<file path="src/rtl/alarm_zone_controller.sv">
// Multi-zone timed alarm controller: exit/entry delays, instant zones, timed siren,
// latched zone memory with acknowledge. All status outputs are decoded from registers.
module alarm_zone_controller #(
    parameter int unsigned          NZONES       = 4,
    parameter int unsigned          EXIT_DELAY   = 10,
    parameter int unsigned          ENTRY_DELAY  = 5,
    parameter int unsigned          SIREN_TIME   = 20,
    parameter logic [NZONES-1:0]    INSTANT_MASK = NZONES'(1),
    localparam int unsigned         MAX_T        = (EXIT_DELAY > ENTRY_DELAY)
                                                   ? ((EXIT_DELAY > SIREN_TIME) ? EXIT_DELAY : SIREN_TIME)
                                                   : ((ENTRY_DELAY > SIREN_TIME) ? ENTRY_DELAY : SIREN_TIME),
    localparam int unsigned         CNT_W        = $clog2(MAX_T + 1)
) (
    input  logic              clk_2,
    input  logic              reset,
    input  logic [NZONES-1:0] zone_open,
    input  logic [NZONES-1:0] zone_en,
    input  logic              day,
    input  logic              force_arm,
    input  logic              ack,
    output logic              siren,
    output logic              armed,
    output logic [2:0]        state,
    output logic [NZONES-1:0] zone_latched,
    output logic [CNT_W-1:0]  countdown
);

    typedef enum logic [2:0] {
        DISARMED = 3'd0,
        EXIT     = 3'd1,
        ARMED    = 3'd2,
        ENTRY    = 3'd3,
        ALARM    = 3'd4,
        SILENT   = 3'd5
    } state_t;

    state_t              r_state;
    logic [CNT_W-1:0]    r_cnt;
    logic [NZONES-1:0]   r_latched;
    logic [NZONES-1:0]   r_zone_s1, r_zone_s2;
    logic                r_day_s1, r_day_s2;
    logic                r_farm_s1, r_farm_s2;
    logic                r_ack_s1, r_ack_s2, r_ack_d;

    logic                w_arm_cond;
    logic                w_ack_p;
    logic [NZONES-1:0]   w_trig;
    logic                w_instant;
    logic                w_any_trig;
    logic                w_latch_st;
    logic                w_cnt_zero;

    assign w_arm_cond = r_farm_s2 | ~r_day_s2;
    assign w_ack_p    = r_ack_s2 & ~r_ack_d;
    assign w_trig     = r_zone_s2 & zone_en;
    assign w_instant  = |(w_trig & INSTANT_MASK);
    assign w_any_trig = |w_trig;
    assign w_latch_st = (r_state == ARMED) || (r_state == ENTRY) || (r_state == ALARM);
    assign w_cnt_zero = (r_cnt == '0);

    // Synchronizers, zone memory and the alarm state machine
    always_ff @(posedge clk_2 or negedge reset) begin
        if (!reset) begin
            r_state   <= DISARMED;
            r_cnt     <= '0;
            r_latched <= '0;
            r_zone_s1 <= '0;
            r_zone_s2 <= '0;
            r_day_s1  <= 1'b0;
            r_day_s2  <= 1'b0;
            r_farm_s1 <= 1'b0;
            r_farm_s2 <= 1'b0;
            r_ack_s1  <= 1'b0;
            r_ack_s2  <= 1'b0;
            r_ack_d   <= 1'b0;
        end else begin
            r_zone_s1 <= zone_open;
            r_zone_s2 <= r_zone_s1;
            r_day_s1  <= day;
            r_day_s2  <= r_day_s1;
            r_farm_s1 <= force_arm;
            r_farm_s2 <= r_farm_s1;
            r_ack_s1  <= ack;
            r_ack_s2  <= r_ack_s1;
            r_ack_d   <= r_ack_s2;

            // ack clears memory in any state; live triggers are folded back in
            r_latched <= (w_ack_p ? '0 : r_latched)
                       | ((w_arm_cond && w_latch_st) ? w_trig : '0);

            if (!w_arm_cond) begin
                r_state <= DISARMED;
                r_cnt   <= '0;
            end else if (w_ack_p && (r_state == ALARM || r_state == SILENT)) begin
                r_state <= ARMED;
                r_cnt   <= '0;
            end else begin
                case (r_state)
                    DISARMED: begin
                        r_state <= EXIT;
                        r_cnt   <= CNT_W'(EXIT_DELAY - 1);
                    end
                    EXIT: begin
                        if (w_cnt_zero) r_state <= ARMED;
                        else            r_cnt   <= r_cnt - CNT_W'(1);
                    end
                    ARMED: begin
                        if (w_instant) begin
                            r_state <= ALARM;
                            r_cnt   <= CNT_W'(SIREN_TIME - 1);
                        end else if (w_any_trig) begin
                            r_state <= ENTRY;
                            r_cnt   <= CNT_W'(ENTRY_DELAY - 1);
                        end
                    end
                    ENTRY: begin
                        if (w_instant || w_cnt_zero) begin
                            r_state <= ALARM;
                            r_cnt   <= CNT_W'(SIREN_TIME - 1);
                        end else begin
                            r_cnt   <= r_cnt - CNT_W'(1);
                        end
                    end
                    ALARM: begin
                        if (w_cnt_zero) r_state <= SILENT;
                        else            r_cnt   <= r_cnt - CNT_W'(1);
                    end
                    SILENT: begin
                        r_state <= SILENT;
                    end
                    default: begin
                        r_state <= DISARMED;
                        r_cnt   <= '0;
                    end
                endcase
            end
        end
    end

    assign state        = r_state;
    assign siren        = (r_state == ALARM);
    assign armed        = (r_state == ARMED) || (r_state == ENTRY)
                       || (r_state == ALARM) || (r_state == SILENT);
    assign zone_latched = r_latched;
    assign countdown    = (r_state == EXIT || r_state == ENTRY || r_state == ALARM) ? r_cnt : '0;

endmodule

</file>
<file path="config.mk">
export PLATFORM = sky130hd
export DESIGN_NAME = alarm_zone_controller
export DESIGN_NICKNAME = d
export VERILOG_FILES = /design/src/rtl/alarm_zone_controller.sv
export SDC_FILE = /design/constraint.sdc
export NUM_CORES = 1
export LEC_CHECK = 0
export CORE_AREA = 3 3 58 60
export DETAILED_ROUTE_END_ITERATION = 12
export DIE_AREA = 0 0 61 63
export HOLD_SLACK_MARGIN = 0.02
export PLACE_DENSITY = 0.71
export SETUP_SLACK_MARGIN = 0.4
export SYNTH_ARGS = -nofsm -noshare
export SYNTH_HDL_FRONTEND = slang
export SYNTH_SLANG_ARGS = --single-unit
</file>
<file path="constraint.sdc">
create_clock -name clk_2 -period 5.4 [get_ports clk_2]
set_input_delay 0.81 -clock clk_2 [delete_from_list [all_inputs] [get_ports clk_2]]
set_output_delay 0.81 -clock clk_2 [all_outputs]
set_load 0.01 [all_outputs]
</file>
=== Word level (Yosys, flattened, before mapping) ===
Index checks and enable logic that the tools add are counted.

* Multiplexer cells: 18
* Bitwise logic cells: 6
* Add/sub/neg operators: 1
* Equal/unequal tests: 11
* Reduce and logical (&&, ||, !) cells: 15

{| class="wikitable"
|+ Operators with widths
! operator !! number
|-
| 5-bit two-way mux || 7
|-
| 5-bit case mux with 5 select lines || 1
|-
| 3-bit two-way mux || 7
|-
| 3-bit case mux with 6 select lines || 1
|-
| 4-bit two-way mux || 2
|-
| 4-bit inequality test (second input constant) || 2
|-
| 1-bit logical OR || 7
|-
| 3-bit by 2-bit equality test with 1-bit output (second input constant) || 2
|-
| 3-bit equality test (second input constant) || 2
|-
| 5-bit zero test || 1
|-
| 5-bit inequality test (second input constant) || 1
|-
| 5-bit by 1-bit subtractor with 5-bit output (second input constant) || 1
|-
| 4-bit AND || 1
|-
| 4-bit by 2-bit inequality test with 1-bit output (second input constant) || 1
|-
| 4-bit by 3-bit inequality test with 1-bit output (second input constant) || 1
|-
| 4-bit bitwise OR || 1
|-
| 4-bit AND reduction || 1
|-
| 4-bit OR reduction || 1
|-
| 3-bit by 1-bit equality test with 1-bit output (second input constant) || 1
|-
| 3-bit zero test || 1
|-
| 3-bit by 2-bit inequality test with 1-bit output (second input constant) || 1
|-
| 3-bit AND reduction || 1
|-
| 1-bit logical AND || 2
|-
| 1-bit NOT || 2
|-
| 3 further kinds || 3
|}

* Word-level logic and storage cells: 63
* Input port bits: 13
* Output and inout bits: 14
* Bits in registers: 27

=== Longest topological paths before layout ===
* Depth in word-level cells: 7
* Mapped depth: 7
* Depth with buffers taken out: 7

=== Worst setup path before layout ===
OpenSTA, ideal clock, no wires.

* Kind: register -> output
* Start point: register r_state[2] (netlist: state[2])
* End point: output countdown[2]
* Required time: 4590 ps
* Arrival: 1436 ps
* Setup slack: 3154 ps
* Cell stages (with the launch flop): 5
* Path buffers: 0
* Cells stage by stage: dfrtp_1 or2b_2 nor2_1 nor2_1 nor2b_1

* Elaborated cells on any way between the ends: 6
* Classes of those cells: eq/ne: 3; mux: 1; reduce/logical: 2

{| class="wikitable"
|+ RTL lines
! what !! line !! source
|-
| start, declared || 37 || <nowiki>state_t r_state;</nowiki>
|-
| start signal, assigned || 64 || <nowiki>r_state <= DISARMED;</nowiki>
|-
| start signal, assigned || 92 || <nowiki>r_state <= DISARMED;</nowiki>
|-
| start signal, assigned || 95 || <nowiki>r_state <= ARMED;</nowiki>
|-
| 3-bit equality test || n/a ||
|-
| named net siren || 21 || <nowiki>output logic siren,</nowiki>
|-
| 1-bit logical OR || 145 || <nowiki>assign countdown = (r_state == EXIT || r_state == ENTRY || r_state == ALARM) ? r_cnt : '0;</nowiki>
|-
| 5-bit two-way mux || 145 ||
|-
| end, declared || 25 || <nowiki>output logic [CNT_W-1:0] countdown</nowiki>
|}

The timed path passes the listed nets, and every way through them passes these cells.

=== Worst setup path after layout ===
* Start point: register r_state[2] (netlist: state[2])
* End point: output countdown[4]

* Longest elaborated chain between the ends: 4
* Elaborated cells on any way between the ends: 6
* Classes of those cells: eq/ne: 3; mux: 1; reduce/logical: 2

{| class="wikitable"
|+ Ends and longest elaborated chain
! what !! line
|-
| 3-bit by 1-bit equality test with 1-bit output or 3-bit by 2-bit equality test with 1-bit output (tied branches) || 145
|-
| 1-bit logical OR || 145
|-
| 1-bit logical OR * || 145
|-
| 5-bit two-way mux * || 145
|}

Every way passes the cells marked *; elsewhere a longest branch is shown, timed or not.

==> run_results.csv <==
group,metric,value,unit
grt,antenna_found_initial,0,
critical_path,r2r-end,"r_cnt[3]",
pwr,p_leak,0.662,nW
logic_synthesis,synth.cell_area,1300,µm²
critical_path,worstPathMaxFanout,17,
grt,grt_pass1_wl,4.85,mm
placed_design,port_buffers,26,
route,routed_wirelength,2.81,mm
critical_path,r2r-start,"r_cnt[0]",
critical_path,path_class,"reg2out",
min_path,whs_path_depth,0,
status,outcome,"completed",
grt,grt-ovfl-total,0,
timing,worst_hold_slack,0.364,ns
min_path,whs_endpoint,"r_zone_s2[3]",
floorplanning,core,2980,µm²
critical_path,critPathArrivalTime,2.49,ns
final_layout,final_cell_mix,"dfrtp_1 (27), clkdlybuf4s50_1 (26), nand2_1 (13), o21ai_0 (12), nor2_1 (11)",
clock_network,cts.path.max_buffers,2,
timing,maxSlewViolCount,0,
grt,grt_usage,0.163,
floorplanning,rows,20,
timing,finalSetupTns,0,ns
run,cap_violations,0,
logic_synthesis,synth_cell_types,38,
logic_synthesis,synth_nets,146,
critical_path,worst-endpoint-required,4.59,ns
timing,worst_pin_slew,0.578,ns
route,drcViolationCount,0,
floorplanning,die_y,63,µm
final_layout,final_nets,175,
final_layout,layout-drive-gt1-share,0.0813,
logic_synthesis,ys_ff_latch,27,
route,wl_per_cell,14.5,µm
route,drt-vias-per-instance,5.68,
floorplanning,dieArea,3840,µm²
placed_design,gp_congestion,0.951,
pwr,pwr_density_cell,448,nW/µm²
route,dr.pass1.iters,4,
timing,skew,0.00246,ns
clock_network,htreeDepth,1,
logic_synthesis,yosys_warnings,0,
final_layout,n_fill_cell,269,
logic_synthesis,synthCells,132,
clock_network,cts.clk_slew.worst_paths,0.14,ns
logic_synthesis,ys_seq_area_frac,0.519,
clock_network,cts_setup_buffers,0,
timing,min_period,3.30,ns
final_layout,diodes,0,
timing,setup_viol,0,
critical_path,endpoint_kind,"output pin",
grt,grt_pass1_vias,1112,
route,ant_nets,0,
timing,clock.fmax,303,MHz
pwr,ir_drop,0.199,mV
timing,hold_viol,0,
critical_path,cp-start-kind,"flip-flop",
clock_network,cts_tree,"done",
timing,fin_crit_sh,0.611,
final_layout,fin_util,0.546,
critical_path,r2r_cells,7,
min_path,min_from,"r_zone_s1[3]",
final_layout,areaGrowthSynthToFinish,24.9,%
logic_synthesis,avgSynthCellArea,9.86,µm²
timing,grt_setup_unrepaired,"false",
clock_network,clk_latency,0.31,ns
clock_network,cts_buffers,3,
route,first_iter_violations,58,
clock_network,cts_hold_buffers,0,
clock_network,post_cts_resized,0,
min_path,hp-class,"reg2reg",
critical_path,r2r_slack,3.40,ns
timing,max-slew-margin-rel,0.614,
floorplanning,io_pins,27,
route,vias,1096,
clock_network,root_buffer,"clkbuf_4",
floorplanning,die_w,61,µm
placed_design,detailed_place_hpwl,2.11,mm
final_layout,mostFrequentLayoutCell,"dfrtp_1",
clock_network,cts.sinks,27,
grt,grt_max_degree,28,
floorplanning,initial_utilization,0.437,
## cells by family after synthesis
| kind of cell | count (synthesis) | share of synthesized area |
|---|---|---|
| flip-flops | 27 | 0.519 |
| adder cells (fa/ha/maj) | 2 | 0.0173 |
| AO/OA/AOI/OAI | 39 | 0.192 |
| AND/OR/NAND/NOR | 55 | 0.240 |
| XOR/XNOR | 1 | 0.00673 |
| buffers and inverters | 8 | 0.0240 |
## synthesized netlist by cell type
| library cell | number | share of area |
|---|---|---|
| inv_1 | 5 | 0.014 |
| buf_2 | 1 | 0.0038 |
| o22ai_1 | 3 | 0.014 |
| a221oi_1 | 1 | 0.0067 |
| o211a_1 | 1 | 0.0077 |
| a32oi_1 | 1 | 0.0067 |
| a21boi_2 | 1 | 0.0087 |
| nor3_2 | 2 | 0.015 |
| a211oi_1 | 4 | 0.023 |
| or4_1 | 1 | 0.0058 |
| clkbuf_1 | 2 | 0.0058 |
| o31ai_1 | 1 | 0.0058 |
| and4b_1 | 1 | 0.0077 |
| nor3b_1 | 2 | 0.012 |
| or2b_1 | 1 | 0.0058 |
| a31oi_1 | 4 | 0.019 |
| nand2_1 | 13 | 0.038 |
| nor3_1 | 1 | 0.0038 |
| or4b_4 | 1 | 0.011 |
| o21ai_0 | 12 | 0.046 |
| o211ai_1 | 1 | 0.0058 |
| nand2b_1 | 5 | 0.024 |
| maj3_1 | 1 | 0.0077 |
| or3_1 | 2 | 0.0096 |
| a21oi_1 | 6 | 0.023 |
| nor2_2 | 1 | 0.0048 |
| a21oi_2 | 1 | 0.0067 |
| nor2_1 | 11 | 0.032 |
| o21ai_1 | 1 | 0.0038 |
| nor4b_2 | 1 | 0.012 |
| o22a_1 | 1 | 0.0067 |
| dfrtp_1 | 27 | 0.52 |
| a222oi_1 | 1 | 0.0077 |
| or2b_2 | 1 | 0.0067 |
| ha_1 | 1 | 0.0096 |
| xor2_1 | 1 | 0.0067 |
| nor2b_1 | 8 | 0.038 |
| nand3_1 | 4 | 0.015 |
## per-stage QoR
step	area (µm²)	std cells	setup slack, ns	total power, mW
after CTS	1630	193	2.15	0.732
after detailed placement	1600	189	2.53	0.646
after global placement	1600	189	2.63	0.639
after floorplan	1300	132	3.15	0.508
after global routing	1630	193	1.92	0.789
final	1630	193	2.10	0.729
## metal layers
metal	GRT usage	vias to the layer above	wire length, µm
met5	0	-	0
met4	0.0650	0	31
met3	0.0310	4	122
met2	0.263	31	1410
met1	0.211	530	1240
li1	-	531	-
## sequential cells by signal, indices dropped and copies added (netlist names)
register,cells
r_cnt,5
r_zone_s1,4
r_zone_s2,4
zone_latched,4
state,3
r_ack_d,1
r_ack_s1,1
r_ack_s2,1
r_day_s1,1
r_day_s2,1
r_farm_s1,1
r_farm_s2,1
## critical path, stage by stage (launching register included)
cell and delay [ns]:
dfrtp_1 0.69, or2b_2 0.39, nor2_1 0.27, nor2_1 0.16
nor2b_1 0.13, clkdlybuf4s50_1 0.54
## area by class of cell
| class | count | area [µm²] | share of cell area |
|---|---|---|---|
| Sequential cell | 27 | 676 | 0.416 |
| Timing Repair Buffer | 27 | 268 | 0.165 |
| Inverter | 5 | 18.8 | 0.0115 |
| Clock inverter | 1 | 5.00 | 0.00308 |
| Multi-Input combinational cell | 97 | 594 | 0.366 |
| Tap cell | 33 | 41.3 | 0.0254 |
| Clock buffer | 3 | 22.5 | 0.0139 |
## worst max path at each step
| stage | slack, ns | cells past startpoint | startpoint | to |
|---|---|---|---|---|
| after floorplan | 3.15 | 4 | state[2] | countdown[2] |
| after global placement | 2.63 | 5 | state[2] | countdown[4] |
| after detailed placement | 2.53 | 5 | state[2] | countdown[4] |
| after CTS | 2.15 | 5 | state[2] | countdown[4] |
| after global routing | 1.92 | 5 | state[2] | countdown[4] |
| final | 2.10 | 5 | state[2] | countdown[4] |
## where the power goes
group          internal, mW  switching (mW)  leakage (nW)
Sequential            0.242          0.0573         0.331
Combinational         0.175           0.171         0.314
Clock                0.0277          0.0562        0.0177
No activity file was read; power rests on OpenSTA's default activity.
